--- src/rtl/spw_link_ctrl_fsm.sv ---
// SpaceWire link-initialisation FSM with parametrised timeouts, latched error cause and bounded auto-start retries.
// Optional macro SPW_LINK_STATS_EN enables the 16-bit RUN-exit error counter on link_err_cnt.
module spw_link_ctrl_fsm #(
    parameter int CNT_W       = 12,
    parameter int T_RESET_CYC = 640,
    parameter int T_WAIT_CYC  = 1280,
    parameter int T_DISC_CYC  = 86,
    parameter int MAX_RETRY   = 4
) (
    input  logic        pclk,
    input  logic        resetn,
    input  logic        auto_start,
    input  logic        link_start,
    input  logic        link_disable,
    input  logic        err_cause_clr,
    input  logic        rx_error,
    input  logic        rx_credit_error,
    input  logic        rx_got_bit,
    input  logic        rx_got_null,
    input  logic        rx_got_fct,
    input  logic        rx_got_nchar,
    input  logic        rx_got_time_code,
    output logic        rx_resetn,
    output logic        enable_tx,
    output logic        send_null_tx,
    output logic        send_fct_tx,
    output logic [2:0]  fsm_state,
    output logic [2:0]  err_cause,
    output logic        retry_exhausted,
    output logic [15:0] link_err_cnt
);

    typedef enum logic [2:0] {
        S_ERROR_RESET = 3'd0,
        S_ERROR_WAIT  = 3'd1,
        S_READY       = 3'd2,
        S_STARTED     = 3'd3,
        S_CONNECTING  = 3'd4,
        S_RUN         = 3'd5
    } state_t;

    typedef enum logic [2:0] {
        C_NONE       = 3'd0,
        C_RX_ERROR   = 3'd1,
        C_CREDIT     = 3'd2,
        C_DISCONNECT = 3'd3,
        C_DISABLE    = 3'd4,
        C_TIMEOUT    = 3'd5,
        C_UNEXPECTED = 3'd6
    } cause_t;

    localparam int RW = (MAX_RETRY < 1) ? 1 : $clog2(MAX_RETRY + 1);
    localparam logic [CNT_W-1:0] RESET_LAST = CNT_W'(T_RESET_CYC - 1);
    localparam logic [CNT_W-1:0] WAIT_LAST  = CNT_W'(T_WAIT_CYC - 1);
    localparam logic [CNT_W-1:0] DISC_LAST  = CNT_W'(T_DISC_CYC - 1);
    localparam logic [CNT_W-1:0] TIMER_SAT  = '1;
    localparam logic [RW-1:0]    RETRY_MAX  = RW'(MAX_RETRY);

    state_t           state, next_state;
    cause_t           cause, err_q;
    logic [CNT_W-1:0] timer, next_timer;
    logic [RW-1:0]    retry_cnt;
    logic             err_set, unexp_all, unexp_conn;
    logic             reset_exp, wait_exp, disc_exp;
    logic             enter_err, enter_run, retry_fail;

    assign err_set    = rx_error | rx_got_fct | rx_got_nchar | rx_got_time_code;
    assign unexp_all  = rx_got_fct | rx_got_nchar | rx_got_time_code;
    assign unexp_conn = rx_got_nchar | rx_got_time_code;
    assign reset_exp  = (timer == RESET_LAST);
    assign wait_exp   = (timer == WAIT_LAST);
    assign disc_exp   = (timer == DISC_LAST);

    // Next state and the cause that goes with any transition into ERROR_RESET.
    always_comb begin
        next_state = state;
        cause      = C_NONE;
        case (state)
            S_ERROR_RESET: begin
                if (reset_exp) next_state = S_ERROR_WAIT;
            end
            S_ERROR_WAIT: begin
                if (err_set) begin
                    next_state = S_ERROR_RESET;
                    cause      = rx_error ? C_RX_ERROR : C_UNEXPECTED;
                end else if (wait_exp) begin
                    next_state = S_READY;
                end
            end
            S_READY: begin
                if (err_set) begin
                    next_state = S_ERROR_RESET;
                    cause      = rx_error ? C_RX_ERROR : C_UNEXPECTED;
                end else if (!link_disable &&
                             (link_start || (auto_start && rx_got_null && !retry_exhausted))) begin
                    next_state = S_STARTED;
                end
            end
            S_STARTED: begin
                if (err_set || wait_exp) begin
                    next_state = S_ERROR_RESET;
                    if (rx_error)      cause = C_RX_ERROR;
                    else if (wait_exp) cause = C_TIMEOUT;
                    else if (unexp_all) cause = C_UNEXPECTED;
                end else if (rx_got_null) begin
                    next_state = S_CONNECTING;
                end
            end
            S_CONNECTING: begin
                if (rx_error || unexp_conn || wait_exp) begin
                    next_state = S_ERROR_RESET;
                    if (rx_error)      cause = C_RX_ERROR;
                    else if (wait_exp) cause = C_TIMEOUT;
                    else               cause = C_UNEXPECTED;
                end else if (rx_got_fct) begin
                    next_state = S_RUN;
                end
            end
            S_RUN: begin
                if (rx_error || rx_credit_error || link_disable || disc_exp) begin
                    next_state = S_ERROR_RESET;
                    if (rx_error)             cause = C_RX_ERROR;
                    else if (rx_credit_error) cause = C_CREDIT;
                    else if (disc_exp)        cause = C_DISCONNECT;
                    else                      cause = C_DISABLE;
                end
            end
            default: next_state = S_ERROR_RESET;
        endcase
    end

    // In RUN the timer measures bit inactivity; READY never counts.
    always_comb begin
        next_timer = timer;
        if (next_state != state) begin
            next_timer = '0;
        end else if (state == S_RUN && rx_got_bit) begin
            next_timer = '0;
        end else if (state != S_READY && timer != TIMER_SAT) begin
            next_timer = timer + CNT_W'(1);
        end
    end

    assign enter_err  = (state != S_ERROR_RESET) && (next_state == S_ERROR_RESET);
    assign enter_run  = (state != S_RUN) && (next_state == S_RUN);
    assign retry_fail = enter_err && (state == S_STARTED || state == S_CONNECTING);

    always_ff @(posedge pclk) begin
        if (!resetn) begin
            state        <= S_ERROR_RESET;
            timer        <= '0;
            rx_resetn    <= 1'b0;
            enable_tx    <= 1'b0;
            send_null_tx <= 1'b0;
            send_fct_tx  <= 1'b0;
        end else begin
            state        <= next_state;
            timer        <= next_timer;
            rx_resetn    <= (next_state != S_ERROR_RESET);
            enable_tx    <= next_state inside {S_READY, S_STARTED, S_CONNECTING, S_RUN};
            send_null_tx <= next_state inside {S_STARTED, S_CONNECTING, S_RUN};
            send_fct_tx  <= next_state inside {S_CONNECTING, S_RUN};
        end
    end

    // A fresh error load takes precedence over a same-cycle clear.
    always_ff @(posedge pclk) begin
        if (!resetn) begin
            err_q <= C_NONE;
        end else if (enter_err) begin
            err_q <= cause;
        end else if (err_cause_clr) begin
            err_q <= C_NONE;
        end
    end

    always_ff @(posedge pclk) begin
        if (!resetn) begin
            retry_cnt <= '0;
        end else if (link_start || enter_run) begin
            retry_cnt <= '0;
        end else if (retry_fail && MAX_RETRY != 0 && retry_cnt != RETRY_MAX) begin
            retry_cnt <= retry_cnt + RW'(1);
        end
    end

    assign retry_exhausted = (MAX_RETRY != 0) && (retry_cnt == RETRY_MAX);
    assign fsm_state       = state;
    assign err_cause       = err_q;

`ifdef SPW_LINK_STATS_EN
    logic [15:0] stat_cnt;
    logic        run_fail;

    assign run_fail = enter_err && (state == S_RUN);

    always_ff @(posedge pclk) begin
        if (!resetn) begin
            stat_cnt <= '0;
        end else if (run_fail) begin
            if (stat_cnt != 16'hFFFF) stat_cnt <= stat_cnt + 16'd1;
        end else if (err_cause_clr) begin
            stat_cnt <= '0;
        end
    end

    assign link_err_cnt = stat_cnt;
`else
    assign link_err_cnt = 16'd0;
`endif

endmodule

--- config.mk ---
export PLATFORM = sky130hd
export DESIGN_NAME = spw_link_ctrl_fsm
export DESIGN_NICKNAME = d
export VERILOG_FILES = /design/src/rtl/spw_link_ctrl_fsm.sv
export SDC_FILE = /design/constraint.sdc
export NUM_CORES = 1
export LEC_CHECK = 0
export BUFFER_PORTS_ARGS = -buffer_cell sky130_fd_sc_hd__buf_2
export CAP_MARGIN = 20
export CELL_PAD_IN_SITES_DETAIL_PLACEMENT = 0
export CELL_PAD_IN_SITES_GLOBAL_PLACEMENT = 1
export CORE_MARGIN = 3
export CORE_UTILIZATION = 38
export CTS_CLUSTER_DIAMETER = 200
export DETAILED_ROUTE_END_ITERATION = 16
export PLACE_DENSITY = 0.83
export SKIP_LAST_GASP = 1
export SLEW_MARGIN = 20
export SYNTH_ARGS = -nofsm -noshare
export SYNTH_HDL_FRONTEND = slang
export SYNTH_SLANG_ARGS = --single-unit
--- constraint.sdc ---
create_clock -name pclk -period 3 [get_ports pclk]
set_input_delay 0.45 -clock pclk [delete_from_list [all_inputs] [get_ports pclk]]
set_output_delay 0.45 -clock pclk [all_outputs]
set_load 0.05 [all_outputs]
**Word level (Yosys, flattened, before mapping)**

Index checks and enable logic that the tools add are counted.

- Reductions and logical operators: 31
- $add $sub $neg: 2
- Mux-type cells: 27
- Bitwise gates (word level): 7
- Eq/ne operators: 18

Operator list:

| cell | number |
|---|---|
| two-way mux 3 bit | 24 |
| one-hot mux 3 bit (6 select lines) | 1 |
| equality test 3 bit (second input constant) | 5 |
| adder 12 x 1 -> 12 bit (second input constant) | 1 |
| equality test 12 x 10 -> 1 bit (second input constant) | 1 |
| equality test 12 x 11 -> 1 bit (second input constant) | 1 |
| equality test 12 x 7 -> 1 bit (second input constant) | 1 |
| equality test 3 x 2 -> 1 bit (second input constant) | 4 |
| != test 12 bit (second input constant) | 1 |
| one-hot mux 3 bit (4 select lines) | 1 |
| logical AND 1 bit | 9 |
| logical OR 1 bit | 9 |
| nonzero test 3 bit | 3 |
| zero test 3 bit | 2 |
| != test 3 bit (second input constant) | 2 |
| OR 1 bit | 6 |
| nonzero test 2 bit | 2 |
| nonzero test 4 bit | 1 |
| OR reduction 2 bit | 2 |
| adder 3 x 1 -> 3 bit (second input constant) | 1 |
| equality test 3 x 1 -> 1 bit (second input constant) | 1 |
| != test 3 x 2 -> 1 bit (second input constant) | 1 |
| != test 3 bit | 1 |
| OR reduction 3 bit | 1 |
| 3 further kinds | 4 |

- Output and inout bits: 27
- Input bits: 13
- Logic and storage cells: 93
- Bits in registers: 25

**Depth between registers and ports, before layout**

- Depth in word-level cells: 12
- Mapped depth: 9
- Mapped depth without buffers: 8

**Least setup slack after synthesis**

OpenSTA, ideal clock, no wires.

- Path kind: flip-flop to flip-flop
- From: reg state[1], in the netlist fsm_state[1]
- To: reg timer[10]
- Setup slack: 445 ps
- Stages on the path, launching flop included: 8
- Setup time: 117 ps
- Data required time: 2883 ps
- Clock period less this slack: 2555 ps
- Buffers on the path: 1
- Arrival time: 2438 ps
- Path through: dfxtp_1 -> or3b_2 -> or3_1 -> o221ai_1 -> nor2_1 -> o211ai_1 -> buf_2 -> nor2_1

- Word-level cells in the longest chain between the ends: 5
- Elaborated cells between the ends (all ways): 22
- Classes of those cells: eq/ne (7); mux (11); reduce/logical (4)

Ends and longest elaborated chain:

| what | RTL line | RTL |
|---|---|---|
| start: declaration | 59 | `state_t state, next_state;` |
| start signal: assignment | 157 | `state <= next_state;` |
| two-way mux 3 bit, on equally long branches (2 in a row) | n/a |  |
| one-hot mux 3 bit (6 select lines) | 78 | `case (state)` |
| != test 3 bit | 135 | `if (next_state != state) begin` |
| OR reduction 3 bit (no source line) | n/a |  |
| end signal: assignment | 158 | `timer <= next_timer;` |
| end: declaration | 61 | `logic [CNT_W-1:0] timer, next_timer;` |

Several ways; a longest one is shown, not always the timed one.
A chain may end at the register's enable or synchronous reset.

**Worst setup path after layout**

- From: reg timer[0]
- To: reg err_q[2], in the netlist err_cause[2]

- Word-level cells in the longest chain between the ends: 7
- Elaborated cells between the ends (all ways): 26
- Classes of those cells: eq/ne (3); mux (17); reduce/logical (6)

Ends and longest elaborated chain:

| what | RTL line | RTL |
|---|---|---|
| equality test 12 x 11 -> 1 bit or equality test 12 x 7 -> 1 bit (tied branches) | 71, 72 |  |
| two-way mux 3 bit (tied with other cells) | 86 | `end else if (wait_exp) begin` |
| two-way mux 3 bit, on equally long branches | n/a |  |
| one-hot mux 3 bit (6 select lines) or two-way mux 3 bit (tied branches) | 78, 122 |  |
| zero test 3 bit or two-way mux 3 bit (tied branches) | 144, 120 |  |
| logical AND 1 bit or one-hot mux 3 bit (4 select lines) (tied branches) | 144, 78 |  |
| two-way mux 3 bit or nonzero test 2 bit (tied branches) | n/a |  |
| end signal: assignment | 171 | `err_q <= cause;` |
| end: declaration | 60 | `cause_t cause, err_q;` |

Several ways; a longest one is shown, not always the timed one.

==> results.ini <==
[floorplanning]
num_rows=23
die_y_um=71.1
io_pins=40
dieArea_um2=5060
fp.dieW_um=71.1
core_area_um2=4060
initial_core_util=0.397

[yosys]
postSynth.asyncResetShare=0
yosysTopAreaCell=dfxtp_1
ys_ff_latch=25
netlist_instances=199
ys_seq_area_frac=0.311
syn_area_um2=1610
synth_edf_count=0
synth_ff_type=dfxtp_1
synth_area_leaders=dfxtp_1 (31%), buf_4 (7.5%), nor2_1 (5.4%), xnor2_1 (3.3%), xor2_1 (3.3%)
syn_avg_cell_area_um2=8.10
synth_top_area_share=0.311
yosysWarnings=0
synth.distinct_cells=47

[cts]
clk_pin_slew_ns=0.09
post-cts-setup-buffer-count=0
ctsRootBufferMaster=clkbuf_8
clock_latency_ns=0.26
cts_tree=yes
cts-resized-gates=0
cts_made_buffers=3
postCtsHoldBufs=0
clock-sinks=25
clock_path_buffers=2
h-tree-depth=1

[timing]
slew_violations=0
hold_viol=0
setup_ws_ns=0.329
finalClockSkew_ns=0.00401
maxSlewHeadroom=0.621
grt_setup_unrepaired=no
worst_slew_pin_slew_ns=0.564
setup_violations=0
fin_setup_tns_ns=0
max_clock_freq_ghz=0.374
fin_crit_sh=0.890
period_needed_ns=2.67

[route]
post_drt_via_cell_ratio=5.24
dr_wl_met3_um=282
ant_nets=0
met2WireLength_um=1490
firstDrtPassIters=4
dr.max_layer_used=met4
wl_met1_um=1790
routedWlPerCell_um=13.1
drt_iter0_markers=150
dr_total_vias=1442
drc=0
wirelength_um=3600

[global_route]
grt_max_degree=15
grt_pass1_vias=1232
grt.total_usage=0.140
antenna_found_initial=0
grt_pass1_wl_um=5810
grt_overflow_total=0

[critical_path]
r2r-start=timer[0]$_SDFFE_PP0P_
crit_required_ns=3.16
crit_start=timer[0]$_SDFFE_PP0P_
critical_path_arrival_ns=2.84
path_class=reg2reg
path_max_fanout=9
crit_path_start_kind=flip-flop
endpoint_kind=flip-flop

[placed_design]
pre_cts_ws_ns=0.362
hpwl_um=2780
globalplace.congestion=0.847
placedCellCount=271
portBuffers=23

[pwr]
p_per_area_nw_per_um2=347
p_leak_uw=0.000722
irDropWorstVdd_mv=0.252

[layout]
seqCellArea_um2=500
nNetsFinal=243
layout_common_cells=dfxtp_1 (25), nor2_1 (23), buf_2 (23), conb_1 (16), nand2_1 (13)
fill_cells=417
layout.cells.non_filler=275
diodes=0
final_common_cell=dfxtp_1
layout-drive-gt1-share=0.178
area_growth_pct=11.0
multi_input_area_um2=978

[worst_hold_path]
min_from=resetn
hold_class=in2reg

[outcome]
outcome=completed

[job]
drv_cap=0

worst max-delay path: stages, from the launching register on:
cell and delay [ns]:
dfxtp_1 0.42, ha_1 0.26, nand4_1 0.19, or3_1 0.54
o21a_1 0.26, and2_4 0.16, or4_4 0.49, a32o_1 0.26
logic make-up (layout without fill, tap and decap cells):
logic type	after synthesis	in the layout	share of synthesized area
AND/OR/NAND/NOR	92	92	0.314
buffers and inverters	32	43	0.117
adder cells (fa/ha/maj)	4	4	0.0311
flip-flops	25	25	0.311
AO/OA/AOI/OAI	30	30	0.141
XOR/XNOR	12	12	0.0652
other	1	16	0.00233
multiplexers	3	3	0.0186
final cells by class:
type                            instances  share of cell area
Inverter                                9              0.0189
Clock inverter                          1             0.00280
Timing Repair Buffer                   30              0.0937
Tap cell                               50              0.0350
Multi-Input combinational cell        157               0.547
Clock buffer                            3              0.0231
Sequential cell                        25               0.280
final timing paths:
path                                     to  slack (ns)  cells after the start
setup reg to reg  err_cause[2]$_SDFFE_PN0P_        0.33                      7
hold reg to reg   retry_cnt[2]$_SDFFE_PP0P_        0.48                      2
hold / removal         rx_resetn$_SDFF_PN0_        0.47                      2
setup / recovery  err_cause[2]$_SDFFE_PN0P_        0.33                      7
metrics by stage:
step | hold slack [ns] | utilization | power, uW | instance area [um^2]
floorplan | 0.443 | - | 424 | 1670
global placement | 0.459 | 0.430 | 429 | 1740
detailed placement | 0.467 | 0.430 | 429 | 1740
CTS | 0.469 | 0.441 | 626 | 1790
global route | 0.469 | 0.441 | 646 | 1790
finish | 0.467 | 0.441 | 620 | 1790
power by group:
part / total (uW) / internal (uW) / leakage, uW / switching (uW)
Sequential: 340 / 335 / 0.000202 / 4.81
Clock: 199 / 92.7 / 0.0000255 / 106
Combinational: 81.9 / 16.5 / 0.000494 / 65.4
Total: 620 / 444 / 0.000722 / 176
flip-flops by register name, indices dropped and copies added (netlist names):
signal        flops
enable_tx         1
send_null_tx      1
err_cause         3
timer            12
send_fct_tx       1
retry_cnt         3
fsm_state         3
rx_resetn         1
synth_stat cells (6+ instances only):
cell type and instances:
xnor2_1 6, o21ai_0 7, nor2_1 23, nand4_1 8
nor3_1 8, nand2_1 13, inv_1 9, dfxtp_1 25
xor2_1 6, nand3_1 6, buf_4 16
per-layer routing:
metal | up-vias | track usage
li1 | 733 | -
met1 | 653 | 0.210
met2 | 52 | 0.202
met3 | 4 | 0.0270
met4 | 0 | 0.0376
met5 | - | 0
(Power assumes the default switching activity.)
